## src/rtl/memory_encoder.sv

```systemverilog
// memory_encoder: encodes 24-bit RGB pixels to 3-3-2 codes, packs two codes
// per 16-bit word (first pixel in the high byte) and writes each word to frame
// memory through a request/acknowledge handshake.
module memory_encoder #(
    parameter int FRAME_WORDS = 9600,
    parameter int ADDR_WIDTH  = 14
) (
    input  logic                  CLK,
    input  logic                  RST_N,
    input  logic                  PIX_VALID,
    input  logic [23:0]           PIX_RGB,
    output logic                  PIX_READY,
    input  logic                  FRAME_START,
    output logic                  MEM_WE,
    output logic [ADDR_WIDTH-1:0] MEM_ADDR,
    output logic [15:0]           MEM_IN,
    input  logic                  MEM_WACK,
    output logic                  FRAME_DONE
);

    localparam logic [ADDR_WIDTH-1:0] LAST_ADDR = ADDR_WIDTH'(FRAME_WORDS - 1);
    localparam logic [ADDR_WIDTH-1:0] ADDR_ZERO = {ADDR_WIDTH{1'b0}};
    localparam logic [ADDR_WIDTH-1:0] ADDR_ONE  = ADDR_WIDTH'(1);

    typedef enum logic [1:0] {
        ST_FIRST  = 2'd0,
        ST_SECOND = 2'd1,
        ST_WRITE  = 2'd2
    } state_t;

    // 3-3-2 truncation of the top colour bits, no rounding
    function automatic logic [7:0] encode_rgb(input logic [2:0] r,
                                              input logic [2:0] g,
                                              input logic [1:0] b);
        return {r, g, b};
    endfunction

    state_t                state_r, state_s;
    logic [7:0]            high_r, high_s;
    logic [15:0]           word_r, word_s;
    logic [ADDR_WIDTH-1:0] addr_r, addr_s;
    logic                  restart_r, restart_s;
    logic                  done_r, done_s;
    logic                  accept_s;
    logic [7:0]            code_s;
    logic                  unused_rgb_s;

    // Low colour bits are dropped by the encoding
    assign unused_rgb_s = ^{PIX_RGB[20:16], PIX_RGB[12:8], PIX_RGB[5:0]};

    assign code_s   = encode_rgb(PIX_RGB[23:21], PIX_RGB[15:13], PIX_RGB[7:6]);
    assign accept_s = PIX_VALID && (state_r != ST_WRITE);

    // Next-state logic: pixel pairing, write handshake, address and restart handling
    always_comb begin
        state_s   = state_r;
        high_s    = high_r;
        word_s    = word_r;
        addr_s    = addr_r;
        restart_s = restart_r;
        done_s    = 1'b0;
        case (state_r)
            ST_FIRST, ST_SECOND: begin
                if (FRAME_START) begin
                    // Drop any half-built pair and restart the frame
                    addr_s  = ADDR_ZERO;
                    state_s = ST_FIRST;
                end else begin
                    state_s = state_r;
                end
                if (accept_s) begin
                    if (FRAME_START || (state_r == ST_FIRST)) begin
                        high_s  = code_s;
                        state_s = ST_SECOND;
                    end else begin
                        word_s  = {high_r, code_s};
                        state_s = ST_WRITE;
                    end
                end else begin
                    high_s = high_r;
                end
            end
            ST_WRITE: begin
                if (FRAME_START) begin
                    restart_s = 1'b1;
                end else begin
                    restart_s = restart_r;
                end
                if (MEM_WACK) begin
                    state_s = ST_FIRST;
                    if (restart_r || FRAME_START) begin
                        // Restart requested during the write: no frame-done
                        addr_s    = ADDR_ZERO;
                        restart_s = 1'b0;
                    end else if (addr_r == LAST_ADDR) begin
                        addr_s = ADDR_ZERO;
                        done_s = 1'b1;
                    end else begin
                        addr_s = addr_r + ADDR_ONE;
                    end
                end else begin
                    state_s = ST_WRITE;
                end
            end
            default: begin
                state_s   = ST_FIRST;
                restart_s = 1'b0;
            end
        endcase
    end

    // State and datapath registers with asynchronous reset
    always_ff @(posedge CLK or negedge RST_N) begin
        if (!RST_N) begin
            state_r   <= ST_FIRST;
            high_r    <= 8'h00;
            word_r    <= 16'h0000;
            addr_r    <= ADDR_ZERO;
            restart_r <= 1'b0;
            done_r    <= 1'b0;
        end else begin
            state_r   <= state_s;
            high_r    <= high_s;
            word_r    <= word_s;
            addr_r    <= addr_s;
            restart_r <= restart_s;
            done_r    <= done_s;
        end
    end

    assign PIX_READY  = (state_r != ST_WRITE);
    assign MEM_WE     = (state_r == ST_WRITE);
    assign MEM_ADDR   = addr_r;
    assign MEM_IN     = word_r;
    assign FRAME_DONE = done_r;

endmodule
```

## config.mk

```make
export PLATFORM = sky130hd
export DESIGN_NAME = memory_encoder
export DESIGN_NICKNAME = d
export VERILOG_FILES = /design/src/rtl/memory_encoder.sv
export SDC_FILE = /design/constraint.sdc
export NUM_CORES = 1
export LEC_CHECK = 0
export CAP_MARGIN = 10
export CORE_ASPECT_RATIO = 0.8
export CORE_MARGIN = 2
export CORE_UTILIZATION = 45
export DETAILED_ROUTE_END_ITERATION = 8
export PLACE_DENSITY = 0.8
export SLEW_MARGIN = 20
export SYNTH_ARGS = -nofsm -noshare
export SYNTH_HDL_FRONTEND = slang
export SYNTH_SLANG_ARGS = --single-unit
```

## constraint.sdc

```tcl
create_clock -name CLK -period 2 [get_ports CLK]
set_input_delay 0.3 -clock CLK [delete_from_list [all_inputs] [get_ports CLK]]
set_output_delay 0.3 -clock CLK [all_outputs]
set_load 0.05 [all_outputs]
```

Word level (Yosys, flattened, before mapping) --
Index checks and enable logic that the tools add are counted.
Storage, ports and cells: register bits after elaboration 42, input bits 29, output and inout port bits 33, logic and storage cells 42
Operators by class: $add $sub $neg 1, eq/ne operators 7, multiplexer cells 18, bitwise operators 1, reduce and logical (&&, ||, !) cells 9
Operator list (count):
- two-way mux 14 bit | 4
- case mux 14 bit (2 select lines) | 1
- adder 14 x 1 -> 14 bit (second input constant) | 1
- equality test 14 bit (second input constant) | 1
- AND reduction 3 bit | 3
- two-way mux 2 bit | 4
- two-way mux 1 bit | 7
- inequality test 2 bit (second input constant) | 2
- case mux 2 bit (2 select lines) | 1
- inequality test 3 bit (second input constant) | 1
- equality test 2 x 1 -> 1 bit (second input constant) | 1
- equality test 2 bit (second input constant) | 1
- zero test 2 bit | 1
- logical OR 1 bit | 2
- inequality test 2 x 1 -> 1 bit (second input constant) | 1
- case mux 1 bit (2 select lines) | 1
- nonzero test 2 bit | 1
- OR reduction 2 bit | 1
- logical AND 1 bit | 1
- inverter 1 bit | 1

Longest topological paths before layout --
Gate-level depths: netlist of run 1.
word-level depth 5, depth in mapped cells 7

Worst setup path after synthesis of run 1 --
Ideal clock, no wire load.
kind reg2reg, start point register state_r[1], end point register addr_r[8], in the netlist MEM_ADDR[8], setup time 132 ps, arrival time 1960 ps, slack -92 ps, stages on the path, launching flop included 8, path buffers 1, period minus slack after synthesis 2092 ps, path through dfrtp_1 -> buf_4 -> nand2b_1 -> inv_1 -> a2bb2oi_2 -> nor2_1 -> xnor2_1 -> nor2_1
On the way: elaborated cells between the ends (all ways) 9
RTL lines:
- from (decl) | RTL line 38 | state_t state_r, state_s;
- from (signal assigned) | RTL line 122 | state_r <= state_s;
- equality test 2 bit (*)
- named net MEM_WE | RTL line 14 | output logic MEM_WE,
- inequality test 2 x 1 -> 1 bit (no source line) / nonzero test 2 bit (equally long branches)
- AND reduction 3 bit (no source line)
- to (signal assigned) | RTL line 125 | addr_r <= addr_s;
- to (decl) | RTL line 41 | logic [ADDR_WIDTH-1:0] addr_r, addr_s;
Mark *: on every way through the listed nets, which the timed path passes. The rest lies on a longest branch. A chain may end at the register's enable or synchronous reset.

Worst setup path after layout of run 1 --
start point register addr_r[1], in the netlist MEM_ADDR[1], end point output MEM_ADDR[1]
RTL lines:
- to (decl) | RTL line 15 | output logic [ADDR_WIDTH-1:0] MEM_ADDR,
No word-level cell between the ends.

==> metrics.md, run 1 <==
| Metric | Value |
|---|---|
| Clk_lat worst skew | `0.30 ns` |
| CP bufs+invs | `1` |
| H-tree depth | `2` |
| Synth Area in Adders | `0.658%` |
| Total iterations of the first detailed-routing run | `4` |
| Ratio of final minimum period to clock period | `95.5%` |
| Reg2Reg Depth | `5` |
| Crit start category | `register` |
| IO Pins | `62` |
| Max Cap Viol | `0` |
| Synth Area in XOR/XNOR | `2.76%` |
| Met3 Use GR | `6.40%` |
| CTS tree | `done` |
| Commonest cells after routing, fill and taps aside | `42 x dfrtp_1, 40 x clkdlybuf4s50_1, 24 x mux2_2` |
| Total Routing Usage GR | `17.3%` |
| Initial core utilization | `a little under half` |
| Cell variety after synth | `39` |
| Worst-case clock buffer depth | `2` |
| Sink Count | `42` |
| Initial antenna violation count | `0` |
| Synthesis-to-layout area growth | `37.2%` |
| R2R Path Start | `state_r[1]$_DFFE_PN0P_` |
| Multi-input gate area | `813 µm²` |
| Mux contribution to synthesized area | `14.2%` |
| Layout cells sized above 1 | `26.1%` |
| Final setup violation count | `0` |
| Number of synthesized register bits | `42` |
| IO buf count | `45` |
| Final Net Count | `236` |
| # diodes | `0` |
| Commonest non-fill, non-tap cell in the layout | `dfrtp_1` |
| LEAKAGE | `1.10 nW` |
| Worst Tran Pin Value | `between 0.5 and 0.6 ns` |
| Placer Congestion | `roughly 0.77` |
| Complex-gate fraction of the synthesized area | `9.48%` |
| CTS Hold Buffers Added | `0` |
| Power Density | `~1200 nW/µm²` |
| Dpl hpwl | `2650 µm` |
| RR Endpoint | `MEM_ADDR[12]$_DFFE_PN0P_` |
| DP Area | `2460 µm²` |
| Die width | `about 77 µm` |
| Clk pin slew, worst setup/hold paths | `0.08 ns` |
| Setup Skew | `0.00744 ns` |
| Mapped Nets | `181` |
| GR peak layer | `met2` |
| Crit-path leading delay family | `buffers and inverters` |
| Number of global-route vias before repair | `1389` |
| Number of synthesized flops with an enable pin | `0` |
| Worst stage delay on the critical path | `0.84 ns` |
| Ys async rst share | `100%` |
| First-pass GRT wire length | `6530 µm` |
| HP Class | `input pin to async pin` |
| Fmax | `0.523 GHz` |
| Cell Rows | `21` |
| Post-synthesis sequential area ratio | `a little under three fifths` |
| Met2 Track Usage GR | `between 20% and 30%` |
| Fin crit period | `between 1.5 and 2 ns` |
| Arr. time, crit path | `about 1.6 ns` |
| DR DRC count | `0` |
| Synth Area in Simple Gates | `between 10% and 20%` |
| Layout fillers | `351` |
| DR iter-0 viols | `85` |
| Final wirelength | `3690 µm` |
| Seq. cell area | `1050 µm²` |
| Total core area | `4130 µm²` |
| Via Count | `1397` |
| Total power | `~0.0032 W` |
| Fin Setup TNS | `0 ns` |
| Worst R2R Setup Slack | `0.32 ns` |
| Met1 usage | `23.2%` |
| Crit-path slowest cell | `clkdlybuf4s50_1` |
| Critical Path Fanout Max | `7` |
| Die area | `4760 µm²` |
| Mean post-synth cell area | `roughly 13 µm²` |
| Crit-path cells | `clkdlybuf4s50_1` |
| Slew Limit Fails | `0` |
| Post-Syn Area | `1900 µm²` |
| Setup crit end kind | `output port` |
| TritonCTS buffer count | `5` |
| Worst endpoint required time | `1.70 ns` |
| Post-route design area | `roughly 2600 µm²` |
| VDD IR-drop max | `760 µV` |
| Outcome | `completed` |
| Unrepaired setup endpoints after global routing | `no` |
| Main synth FF type | `dfrtp_1` |
| Final ANT Viol Nets | `0` |
| GRT overflow | `0` |
| Critical path type | `register to output port` |
| Drt wl/cell | `14.0 µm` |
| Largest net degree at the start of global routing | `43` |
| Post-Place Cells | `approximately 260` |
| Final Hold Fails | `0` |
| Yosys warns | `0` |
| Synthesized instance count | `about 150` |
| Detail-routed via count per cell | `5.29` |
| Clk root buf | `clkbuf_8` |
| Fin cells | `264` |
| Slew HR | `between 60% and 70%` |
| Largest family of logic cells by synthesized area | `simple AND/OR/NAND/NOR gates` |
| Die Ht | `62.1 µm` |
[cells in the mapped netlist, types with 2 or more instances]
library cell	instances	share of area, %
a31oi_1	4	1.3
a21oi_1	3	0.79
nand3_1	4	1.1
xnor2_1	3	1.4
nand4_1	5	1.6
inv_1	2	0.40
nand2_1	9	1.8
o21ai_0	6	1.6
buf_4	2	0.79
and3_1	3	0.99
nor2_1	13	2.6
mux2_2	24	14
dfrtp_1	42	55
a22o_1	2	0.92
nor3_1	3	0.79
xor2_1	3	1.4
[worst register-to-register path, delay by kind of cell, from the launching register on]
family	cells	cell delay (ns)
flops	1	0.56
simple gates	2	0.44
compound gates	3	0.60
[cells by family (layout without fill, tap and decap cells)]
| group | after synthesis | in the layout |
|---|---|---|
| and+or+nand+nor | 49 | 49 |
| DFF | 42 | 42 |
| muxes | 24 | 24 |
| AOI/OAI and AO/OA | 23 | 23 |
| xor gates and xnor gates | 6 | 6 |
| buffers and inverters | 6 | 62 |
| adders and majority gates | 1 | 1 |
[report_power, final]
group | total, W | internal, W | switching [W]
Combinational | 0.00127 | 0.000488 | 0.000778
Sequential | 0.00118 | 0.00106 | 0.000124
Clock | 0.000798 | 0.000500 | 0.000298
Total | 0.00325 | 0.00205 | 0.00120
[cell type report]
type,count,area share [%]
clock inverters,3,2.64
clock buffers,5,2.64
multi-input cells,103,31.2
flip-flops and latches,42,40.3
inverters,2,0.432
repair buffers,52,20.1
well taps,57,2.74
[metal layers]
layer  wire, µm  vias up
met5          0        -
met4         22        0
met3        330        3
met2       1660       54
met1       1680      682
li1           -      658
[metrics by stage]
stage | setup slack (ns) | hold WS (ns) | util (%)
3_3_place_gp | 0.0900 | 0.400 | 59.8
3_5_place_dp | 0.0357 | 0.392 | 59.8
2_1_floorplan | 0.112 | 0.00441 | -
5_1_grt | 0.0122 | 0.0983 | 63.2
4_1_cts | 0.0394 | 0.0715 | 63.1
6_report | 0.0897 | 0.0503 | 63.2
[registers in the layout, indices dropped and copies added (netlist names)]
signal	cells
high_r	8
MEM_IN	16
FRAME_DONE	1
MEM_ADDR	14
restart_r	1
state_r	2
[worst max-delay path by stage]
stage / cells after the start / to / startpoint
3_5_place_dp: 6 / MEM_ADDR[12]$_DFFE_PN0P_ / FRAME_START
6_report: 1 / MEM_ADDR[1] / MEM_ADDR[1]$_DFFE_PN0P_
5_1_grt: 1 / MEM_ADDR[12] / MEM_ADDR[12]$_DFFE_PN0P_
4_1_cts: 1 / MEM_ADDR[0] / MEM_ADDR[0]$_DFFE_PN0P_
3_3_place_gp: 6 / MEM_ADDR[12]$_DFFE_PN0P_ / FRAME_START
2_1_floorplan: 7 / MEM_ADDR[8]$_DFFE_PN0P_ / state_r[1]$_DFFE_PN0P_
[timing repair]
item / CTS / global route
endpoints found under the setup margin: 0 / 2
gates resized for setup: 0 / 2
buffers inserted: 0 / 0
(Power assumes the default switching activity.)
==> inputs of run 2 (changes only) <==
--- a/config.mk
+++ b/config.mk
@@ -10,6 +10,7 @@
 export CORE_MARGIN = 2
 export CORE_UTILIZATION = 45
 export DETAILED_ROUTE_END_ITERATION = 8
+export MAX_ROUTING_LAYER = met4
 export PLACE_DENSITY = 0.8
 export SLEW_MARGIN = 20
 export SYNTH_ARGS = -nofsm -noshare
==> run 2 against run 1 <==
  * Cell count stayed put
  * Final area stayed put
  * First-iteration DRC count is 2.4% lower
==> metrics.md, run 2 (same netlist as run 1, synthesis figures left out) <==
| Metric | Value |
|---|---|
| Drt wl/cell | `13.9 µm (-0.81%)` |
| Largest net degree at the start of global routing | `43 (unchanged)` |
| Clk pwr share | `24.4% (-0.2 points)` |
| IO buf count | `45 (unchanged)` |
| Initial core utilization | `46.1% (unchanged)` |
| VDD IR-drop max | `755 µV (-0.66%)` |
| Clk pin slew, worst setup/hold paths | `0.08 ns (about the same)` |
| Slew HR | `64.6% (about the same)` |
| Fin crit period | `1.90 ns (-0.00655 ns)` |
| Clk root buf | `clkbuf_8` |
| Psw | `0.00119 W (-0.55%)` |
| Crit start category | `register` |
| Slew Limit Fails | `0 (unchanged)` |
| Final Net Count | `236 (unchanged)` |
| R2R Path Start | `state_r[1]$_DFFE_PN0P_` |
| Layout cells sized above 1 | `26.1% (unchanged)` |
| Outcome | `completed` |
| Fin Setup TNS | `0 ns (unchanged)` |
| CP bufs+invs | `1 (unchanged)` |
| Total Routing Usage GR | `17.9% (+0.54 points)` |
| Critical path origin | `MEM_ADDR[1]$_DFFE_PN0P_` |
| TritonCTS buffer count | `5 (unchanged)` |
| H-tree depth | `2 (unchanged)` |
| # diodes | `0 (unchanged)` |
| Commonest cells after routing, fill and taps aside | `42 x dfrtp_1, 40 x clkdlybuf4s50_1, 24 x mux2_2` |
| LEAKAGE | `1.10 nW (unchanged)` |
| Final wirelength | `3660 µm (-0.81%)` |
| Power Density | `1240 nW/µm² (-0.21%)` |
| Clk_lat worst skew | `0.29 ns (about the same)` |
| Post_cts resized | `0 (unchanged)` |
| Total power | `0.00324 W (-0.21%)` |
| Critical path type | `register to output port` |
| Ratio of final minimum period to clock period | `95.2% (-0.33 points)` |
| CTS tree | `done` |
| Placer Congestion | `0.785 (+1.4%)` |
| CTS Hold Buffers Added | `0 (unchanged)` |
| Dpl hpwl | `2650 µm (unchanged)` |
| Setup Skew | `0.00595 ns (-0.00149 ns)` |
| Multi-input gate area | `813 µm² (unchanged)` |
| DR DRC count | `0 (unchanged)` |
| Setup crit end kind | `output port` |
| Setup ws final | `0.0963 ns (+0.00655 ns)` |
| Critical Path Fanout Max | `7 (unchanged)` |
| Worst endpoint required time | `1.70 ns (about the same)` |
| IO Pins | `62 (unchanged)` |
| Initial antenna violation count | `0 (unchanged)` |
| Post-CTS setup buffers | `0 (unchanged)` |
| Worst stage delay on the critical path | `0.84 ns (about the same)` |
| Crit-path cells | `clkdlybuf4s50_1` |
| Worst Tran Pin Value | `0.530 ns (+0.000373 ns)` |
| Sink Count | `42 (unchanged)` |
| Layout fillers | `351 (unchanged)` |
| Detail-routed via count per cell | `5.27 (-0.36%)` |
| DR iter-0 viols | `83 (-2.4%)` |
| Post-route design area | `2610 µm² (unchanged)` |
| Via Count | `1392 (-0.36%)` |
| Die width | `76.7 µm (unchanged)` |
| Number of global-route vias before repair | `1392 (+0.22%)` |
| Worst-case clock buffer depth | `2 (unchanged)` |
| First-pass GRT wire length | `6530 µm (+0.11%)` |
| Crit-path leading delay family | `buffers and inverters` |
| Sequential power share | `36.5% (about the same)` |
| DP Area | `2460 µm² (unchanged)` |
| Logic pwr share | `39.0% (about the same)` |
| Cell Rows | `21 (unchanged)` |
| Final Hold Fails | `0 (unchanged)` |
| Int Power | `0.00205 W (about the same)` |
| Place WS | `0.0357 ns (unchanged)` |
| Unrepaired setup endpoints after global routing | `no` |
| Final ANT Viol Nets | `0 (unchanged)` |
| HP Class | `input pin to async pin` |
| Die Ht | `62.1 µm (unchanged)` |
| Max Cap Viol | `0 (unchanged)` |
| Crit-path slowest cell | `clkdlybuf4s50_1` |
| Commonest non-fill, non-tap cell in the layout | `dfrtp_1` |
| Seq. cell area | `1050 µm² (unchanged)` |
| Arr. time, crit path | `1.60 ns (about the same)` |
| Synthesis-to-layout area growth | `37.2% (unchanged)` |
| GRT overflow | `0 (unchanged)` |
| Max reg flops | `16 (unchanged)` |
| Die area | `4760 µm² (unchanged)` |
| Total iterations of the first detailed-routing run | `4 (unchanged)` |
| Total core area | `4130 µm² (unchanged)` |
| Final setup violation count | `0 (unchanged)` |
| Switching Fraction | `36.8% (-0.13 points)` |
| Fmax | `0.525 GHz (+0.34%)` |
## run 2: metrics by stage
| stage | hold WS (ns) | std cells | utilization (%) |
|---|---|---|---|
| after floorplan | 0.00441 | 151 | - |
| after global placement | 0.400 | 256 | 59.8 |
| after detailed placement | 0.392 | 256 | 59.8 |
| after CTS | 0.0715 | 264 | 63.1 |
| after global routing | 0.0998 | 264 | 63.2 |
| final | 0.0512 | 264 | 63.2 |
## run 2: worst paths after layout
path	to	slack, ns	depth (start not counted)
worst min-delay path	MEM_ADDR[5]$_DFFE_PN0P_	0.05	2
max in group asynchronous	restart_r$_DFFE_PN0P_	1.58	2
worst max register to register	MEM_ADDR[12]$_DFFE_PN0P_	0.33	5
worst min register to register	high_r[3]$_DFFE_PN0P_	0.51	1
min in group CLK	high_r[3]$_DFFE_PN0P_	0.51	1
worst max-delay path	MEM_ADDR[1]	0.1	1
## run 2: power groups by stage
stage / registers, W / logic (W) / clock network, W
floorplan: 0.00172 / 0.000291 / 0
global placement: 0.00119 / 0.00126 / 0
detailed placement: 0.00120 / 0.00127 / 0
CTS: 0.00119 / 0.00128 / 0.000814
global route: 0.00122 / 0.00133 / 0.000853
finish: 0.00118 / 0.00127 / 0.000792
## run 2: per-layer routing
metal  vias up  share of wire, %  GRT usage [%]
met4         0               1.1           6.14
li1        661                 -              -
met5         -                 0              -
met2        43                45           26.1
met3         6               7.4           6.10
met1       682                46           23.4
## run 2: layout make-up
cell class,count,share of cell area [%]
repair buffers,52,20.1
flip-flops and latches,42,40.3
inverters,2,0.432
well taps,57,2.74
multi-input cells,103,31.2
clock inverters,3,2.64
clock buffers,5,2.64
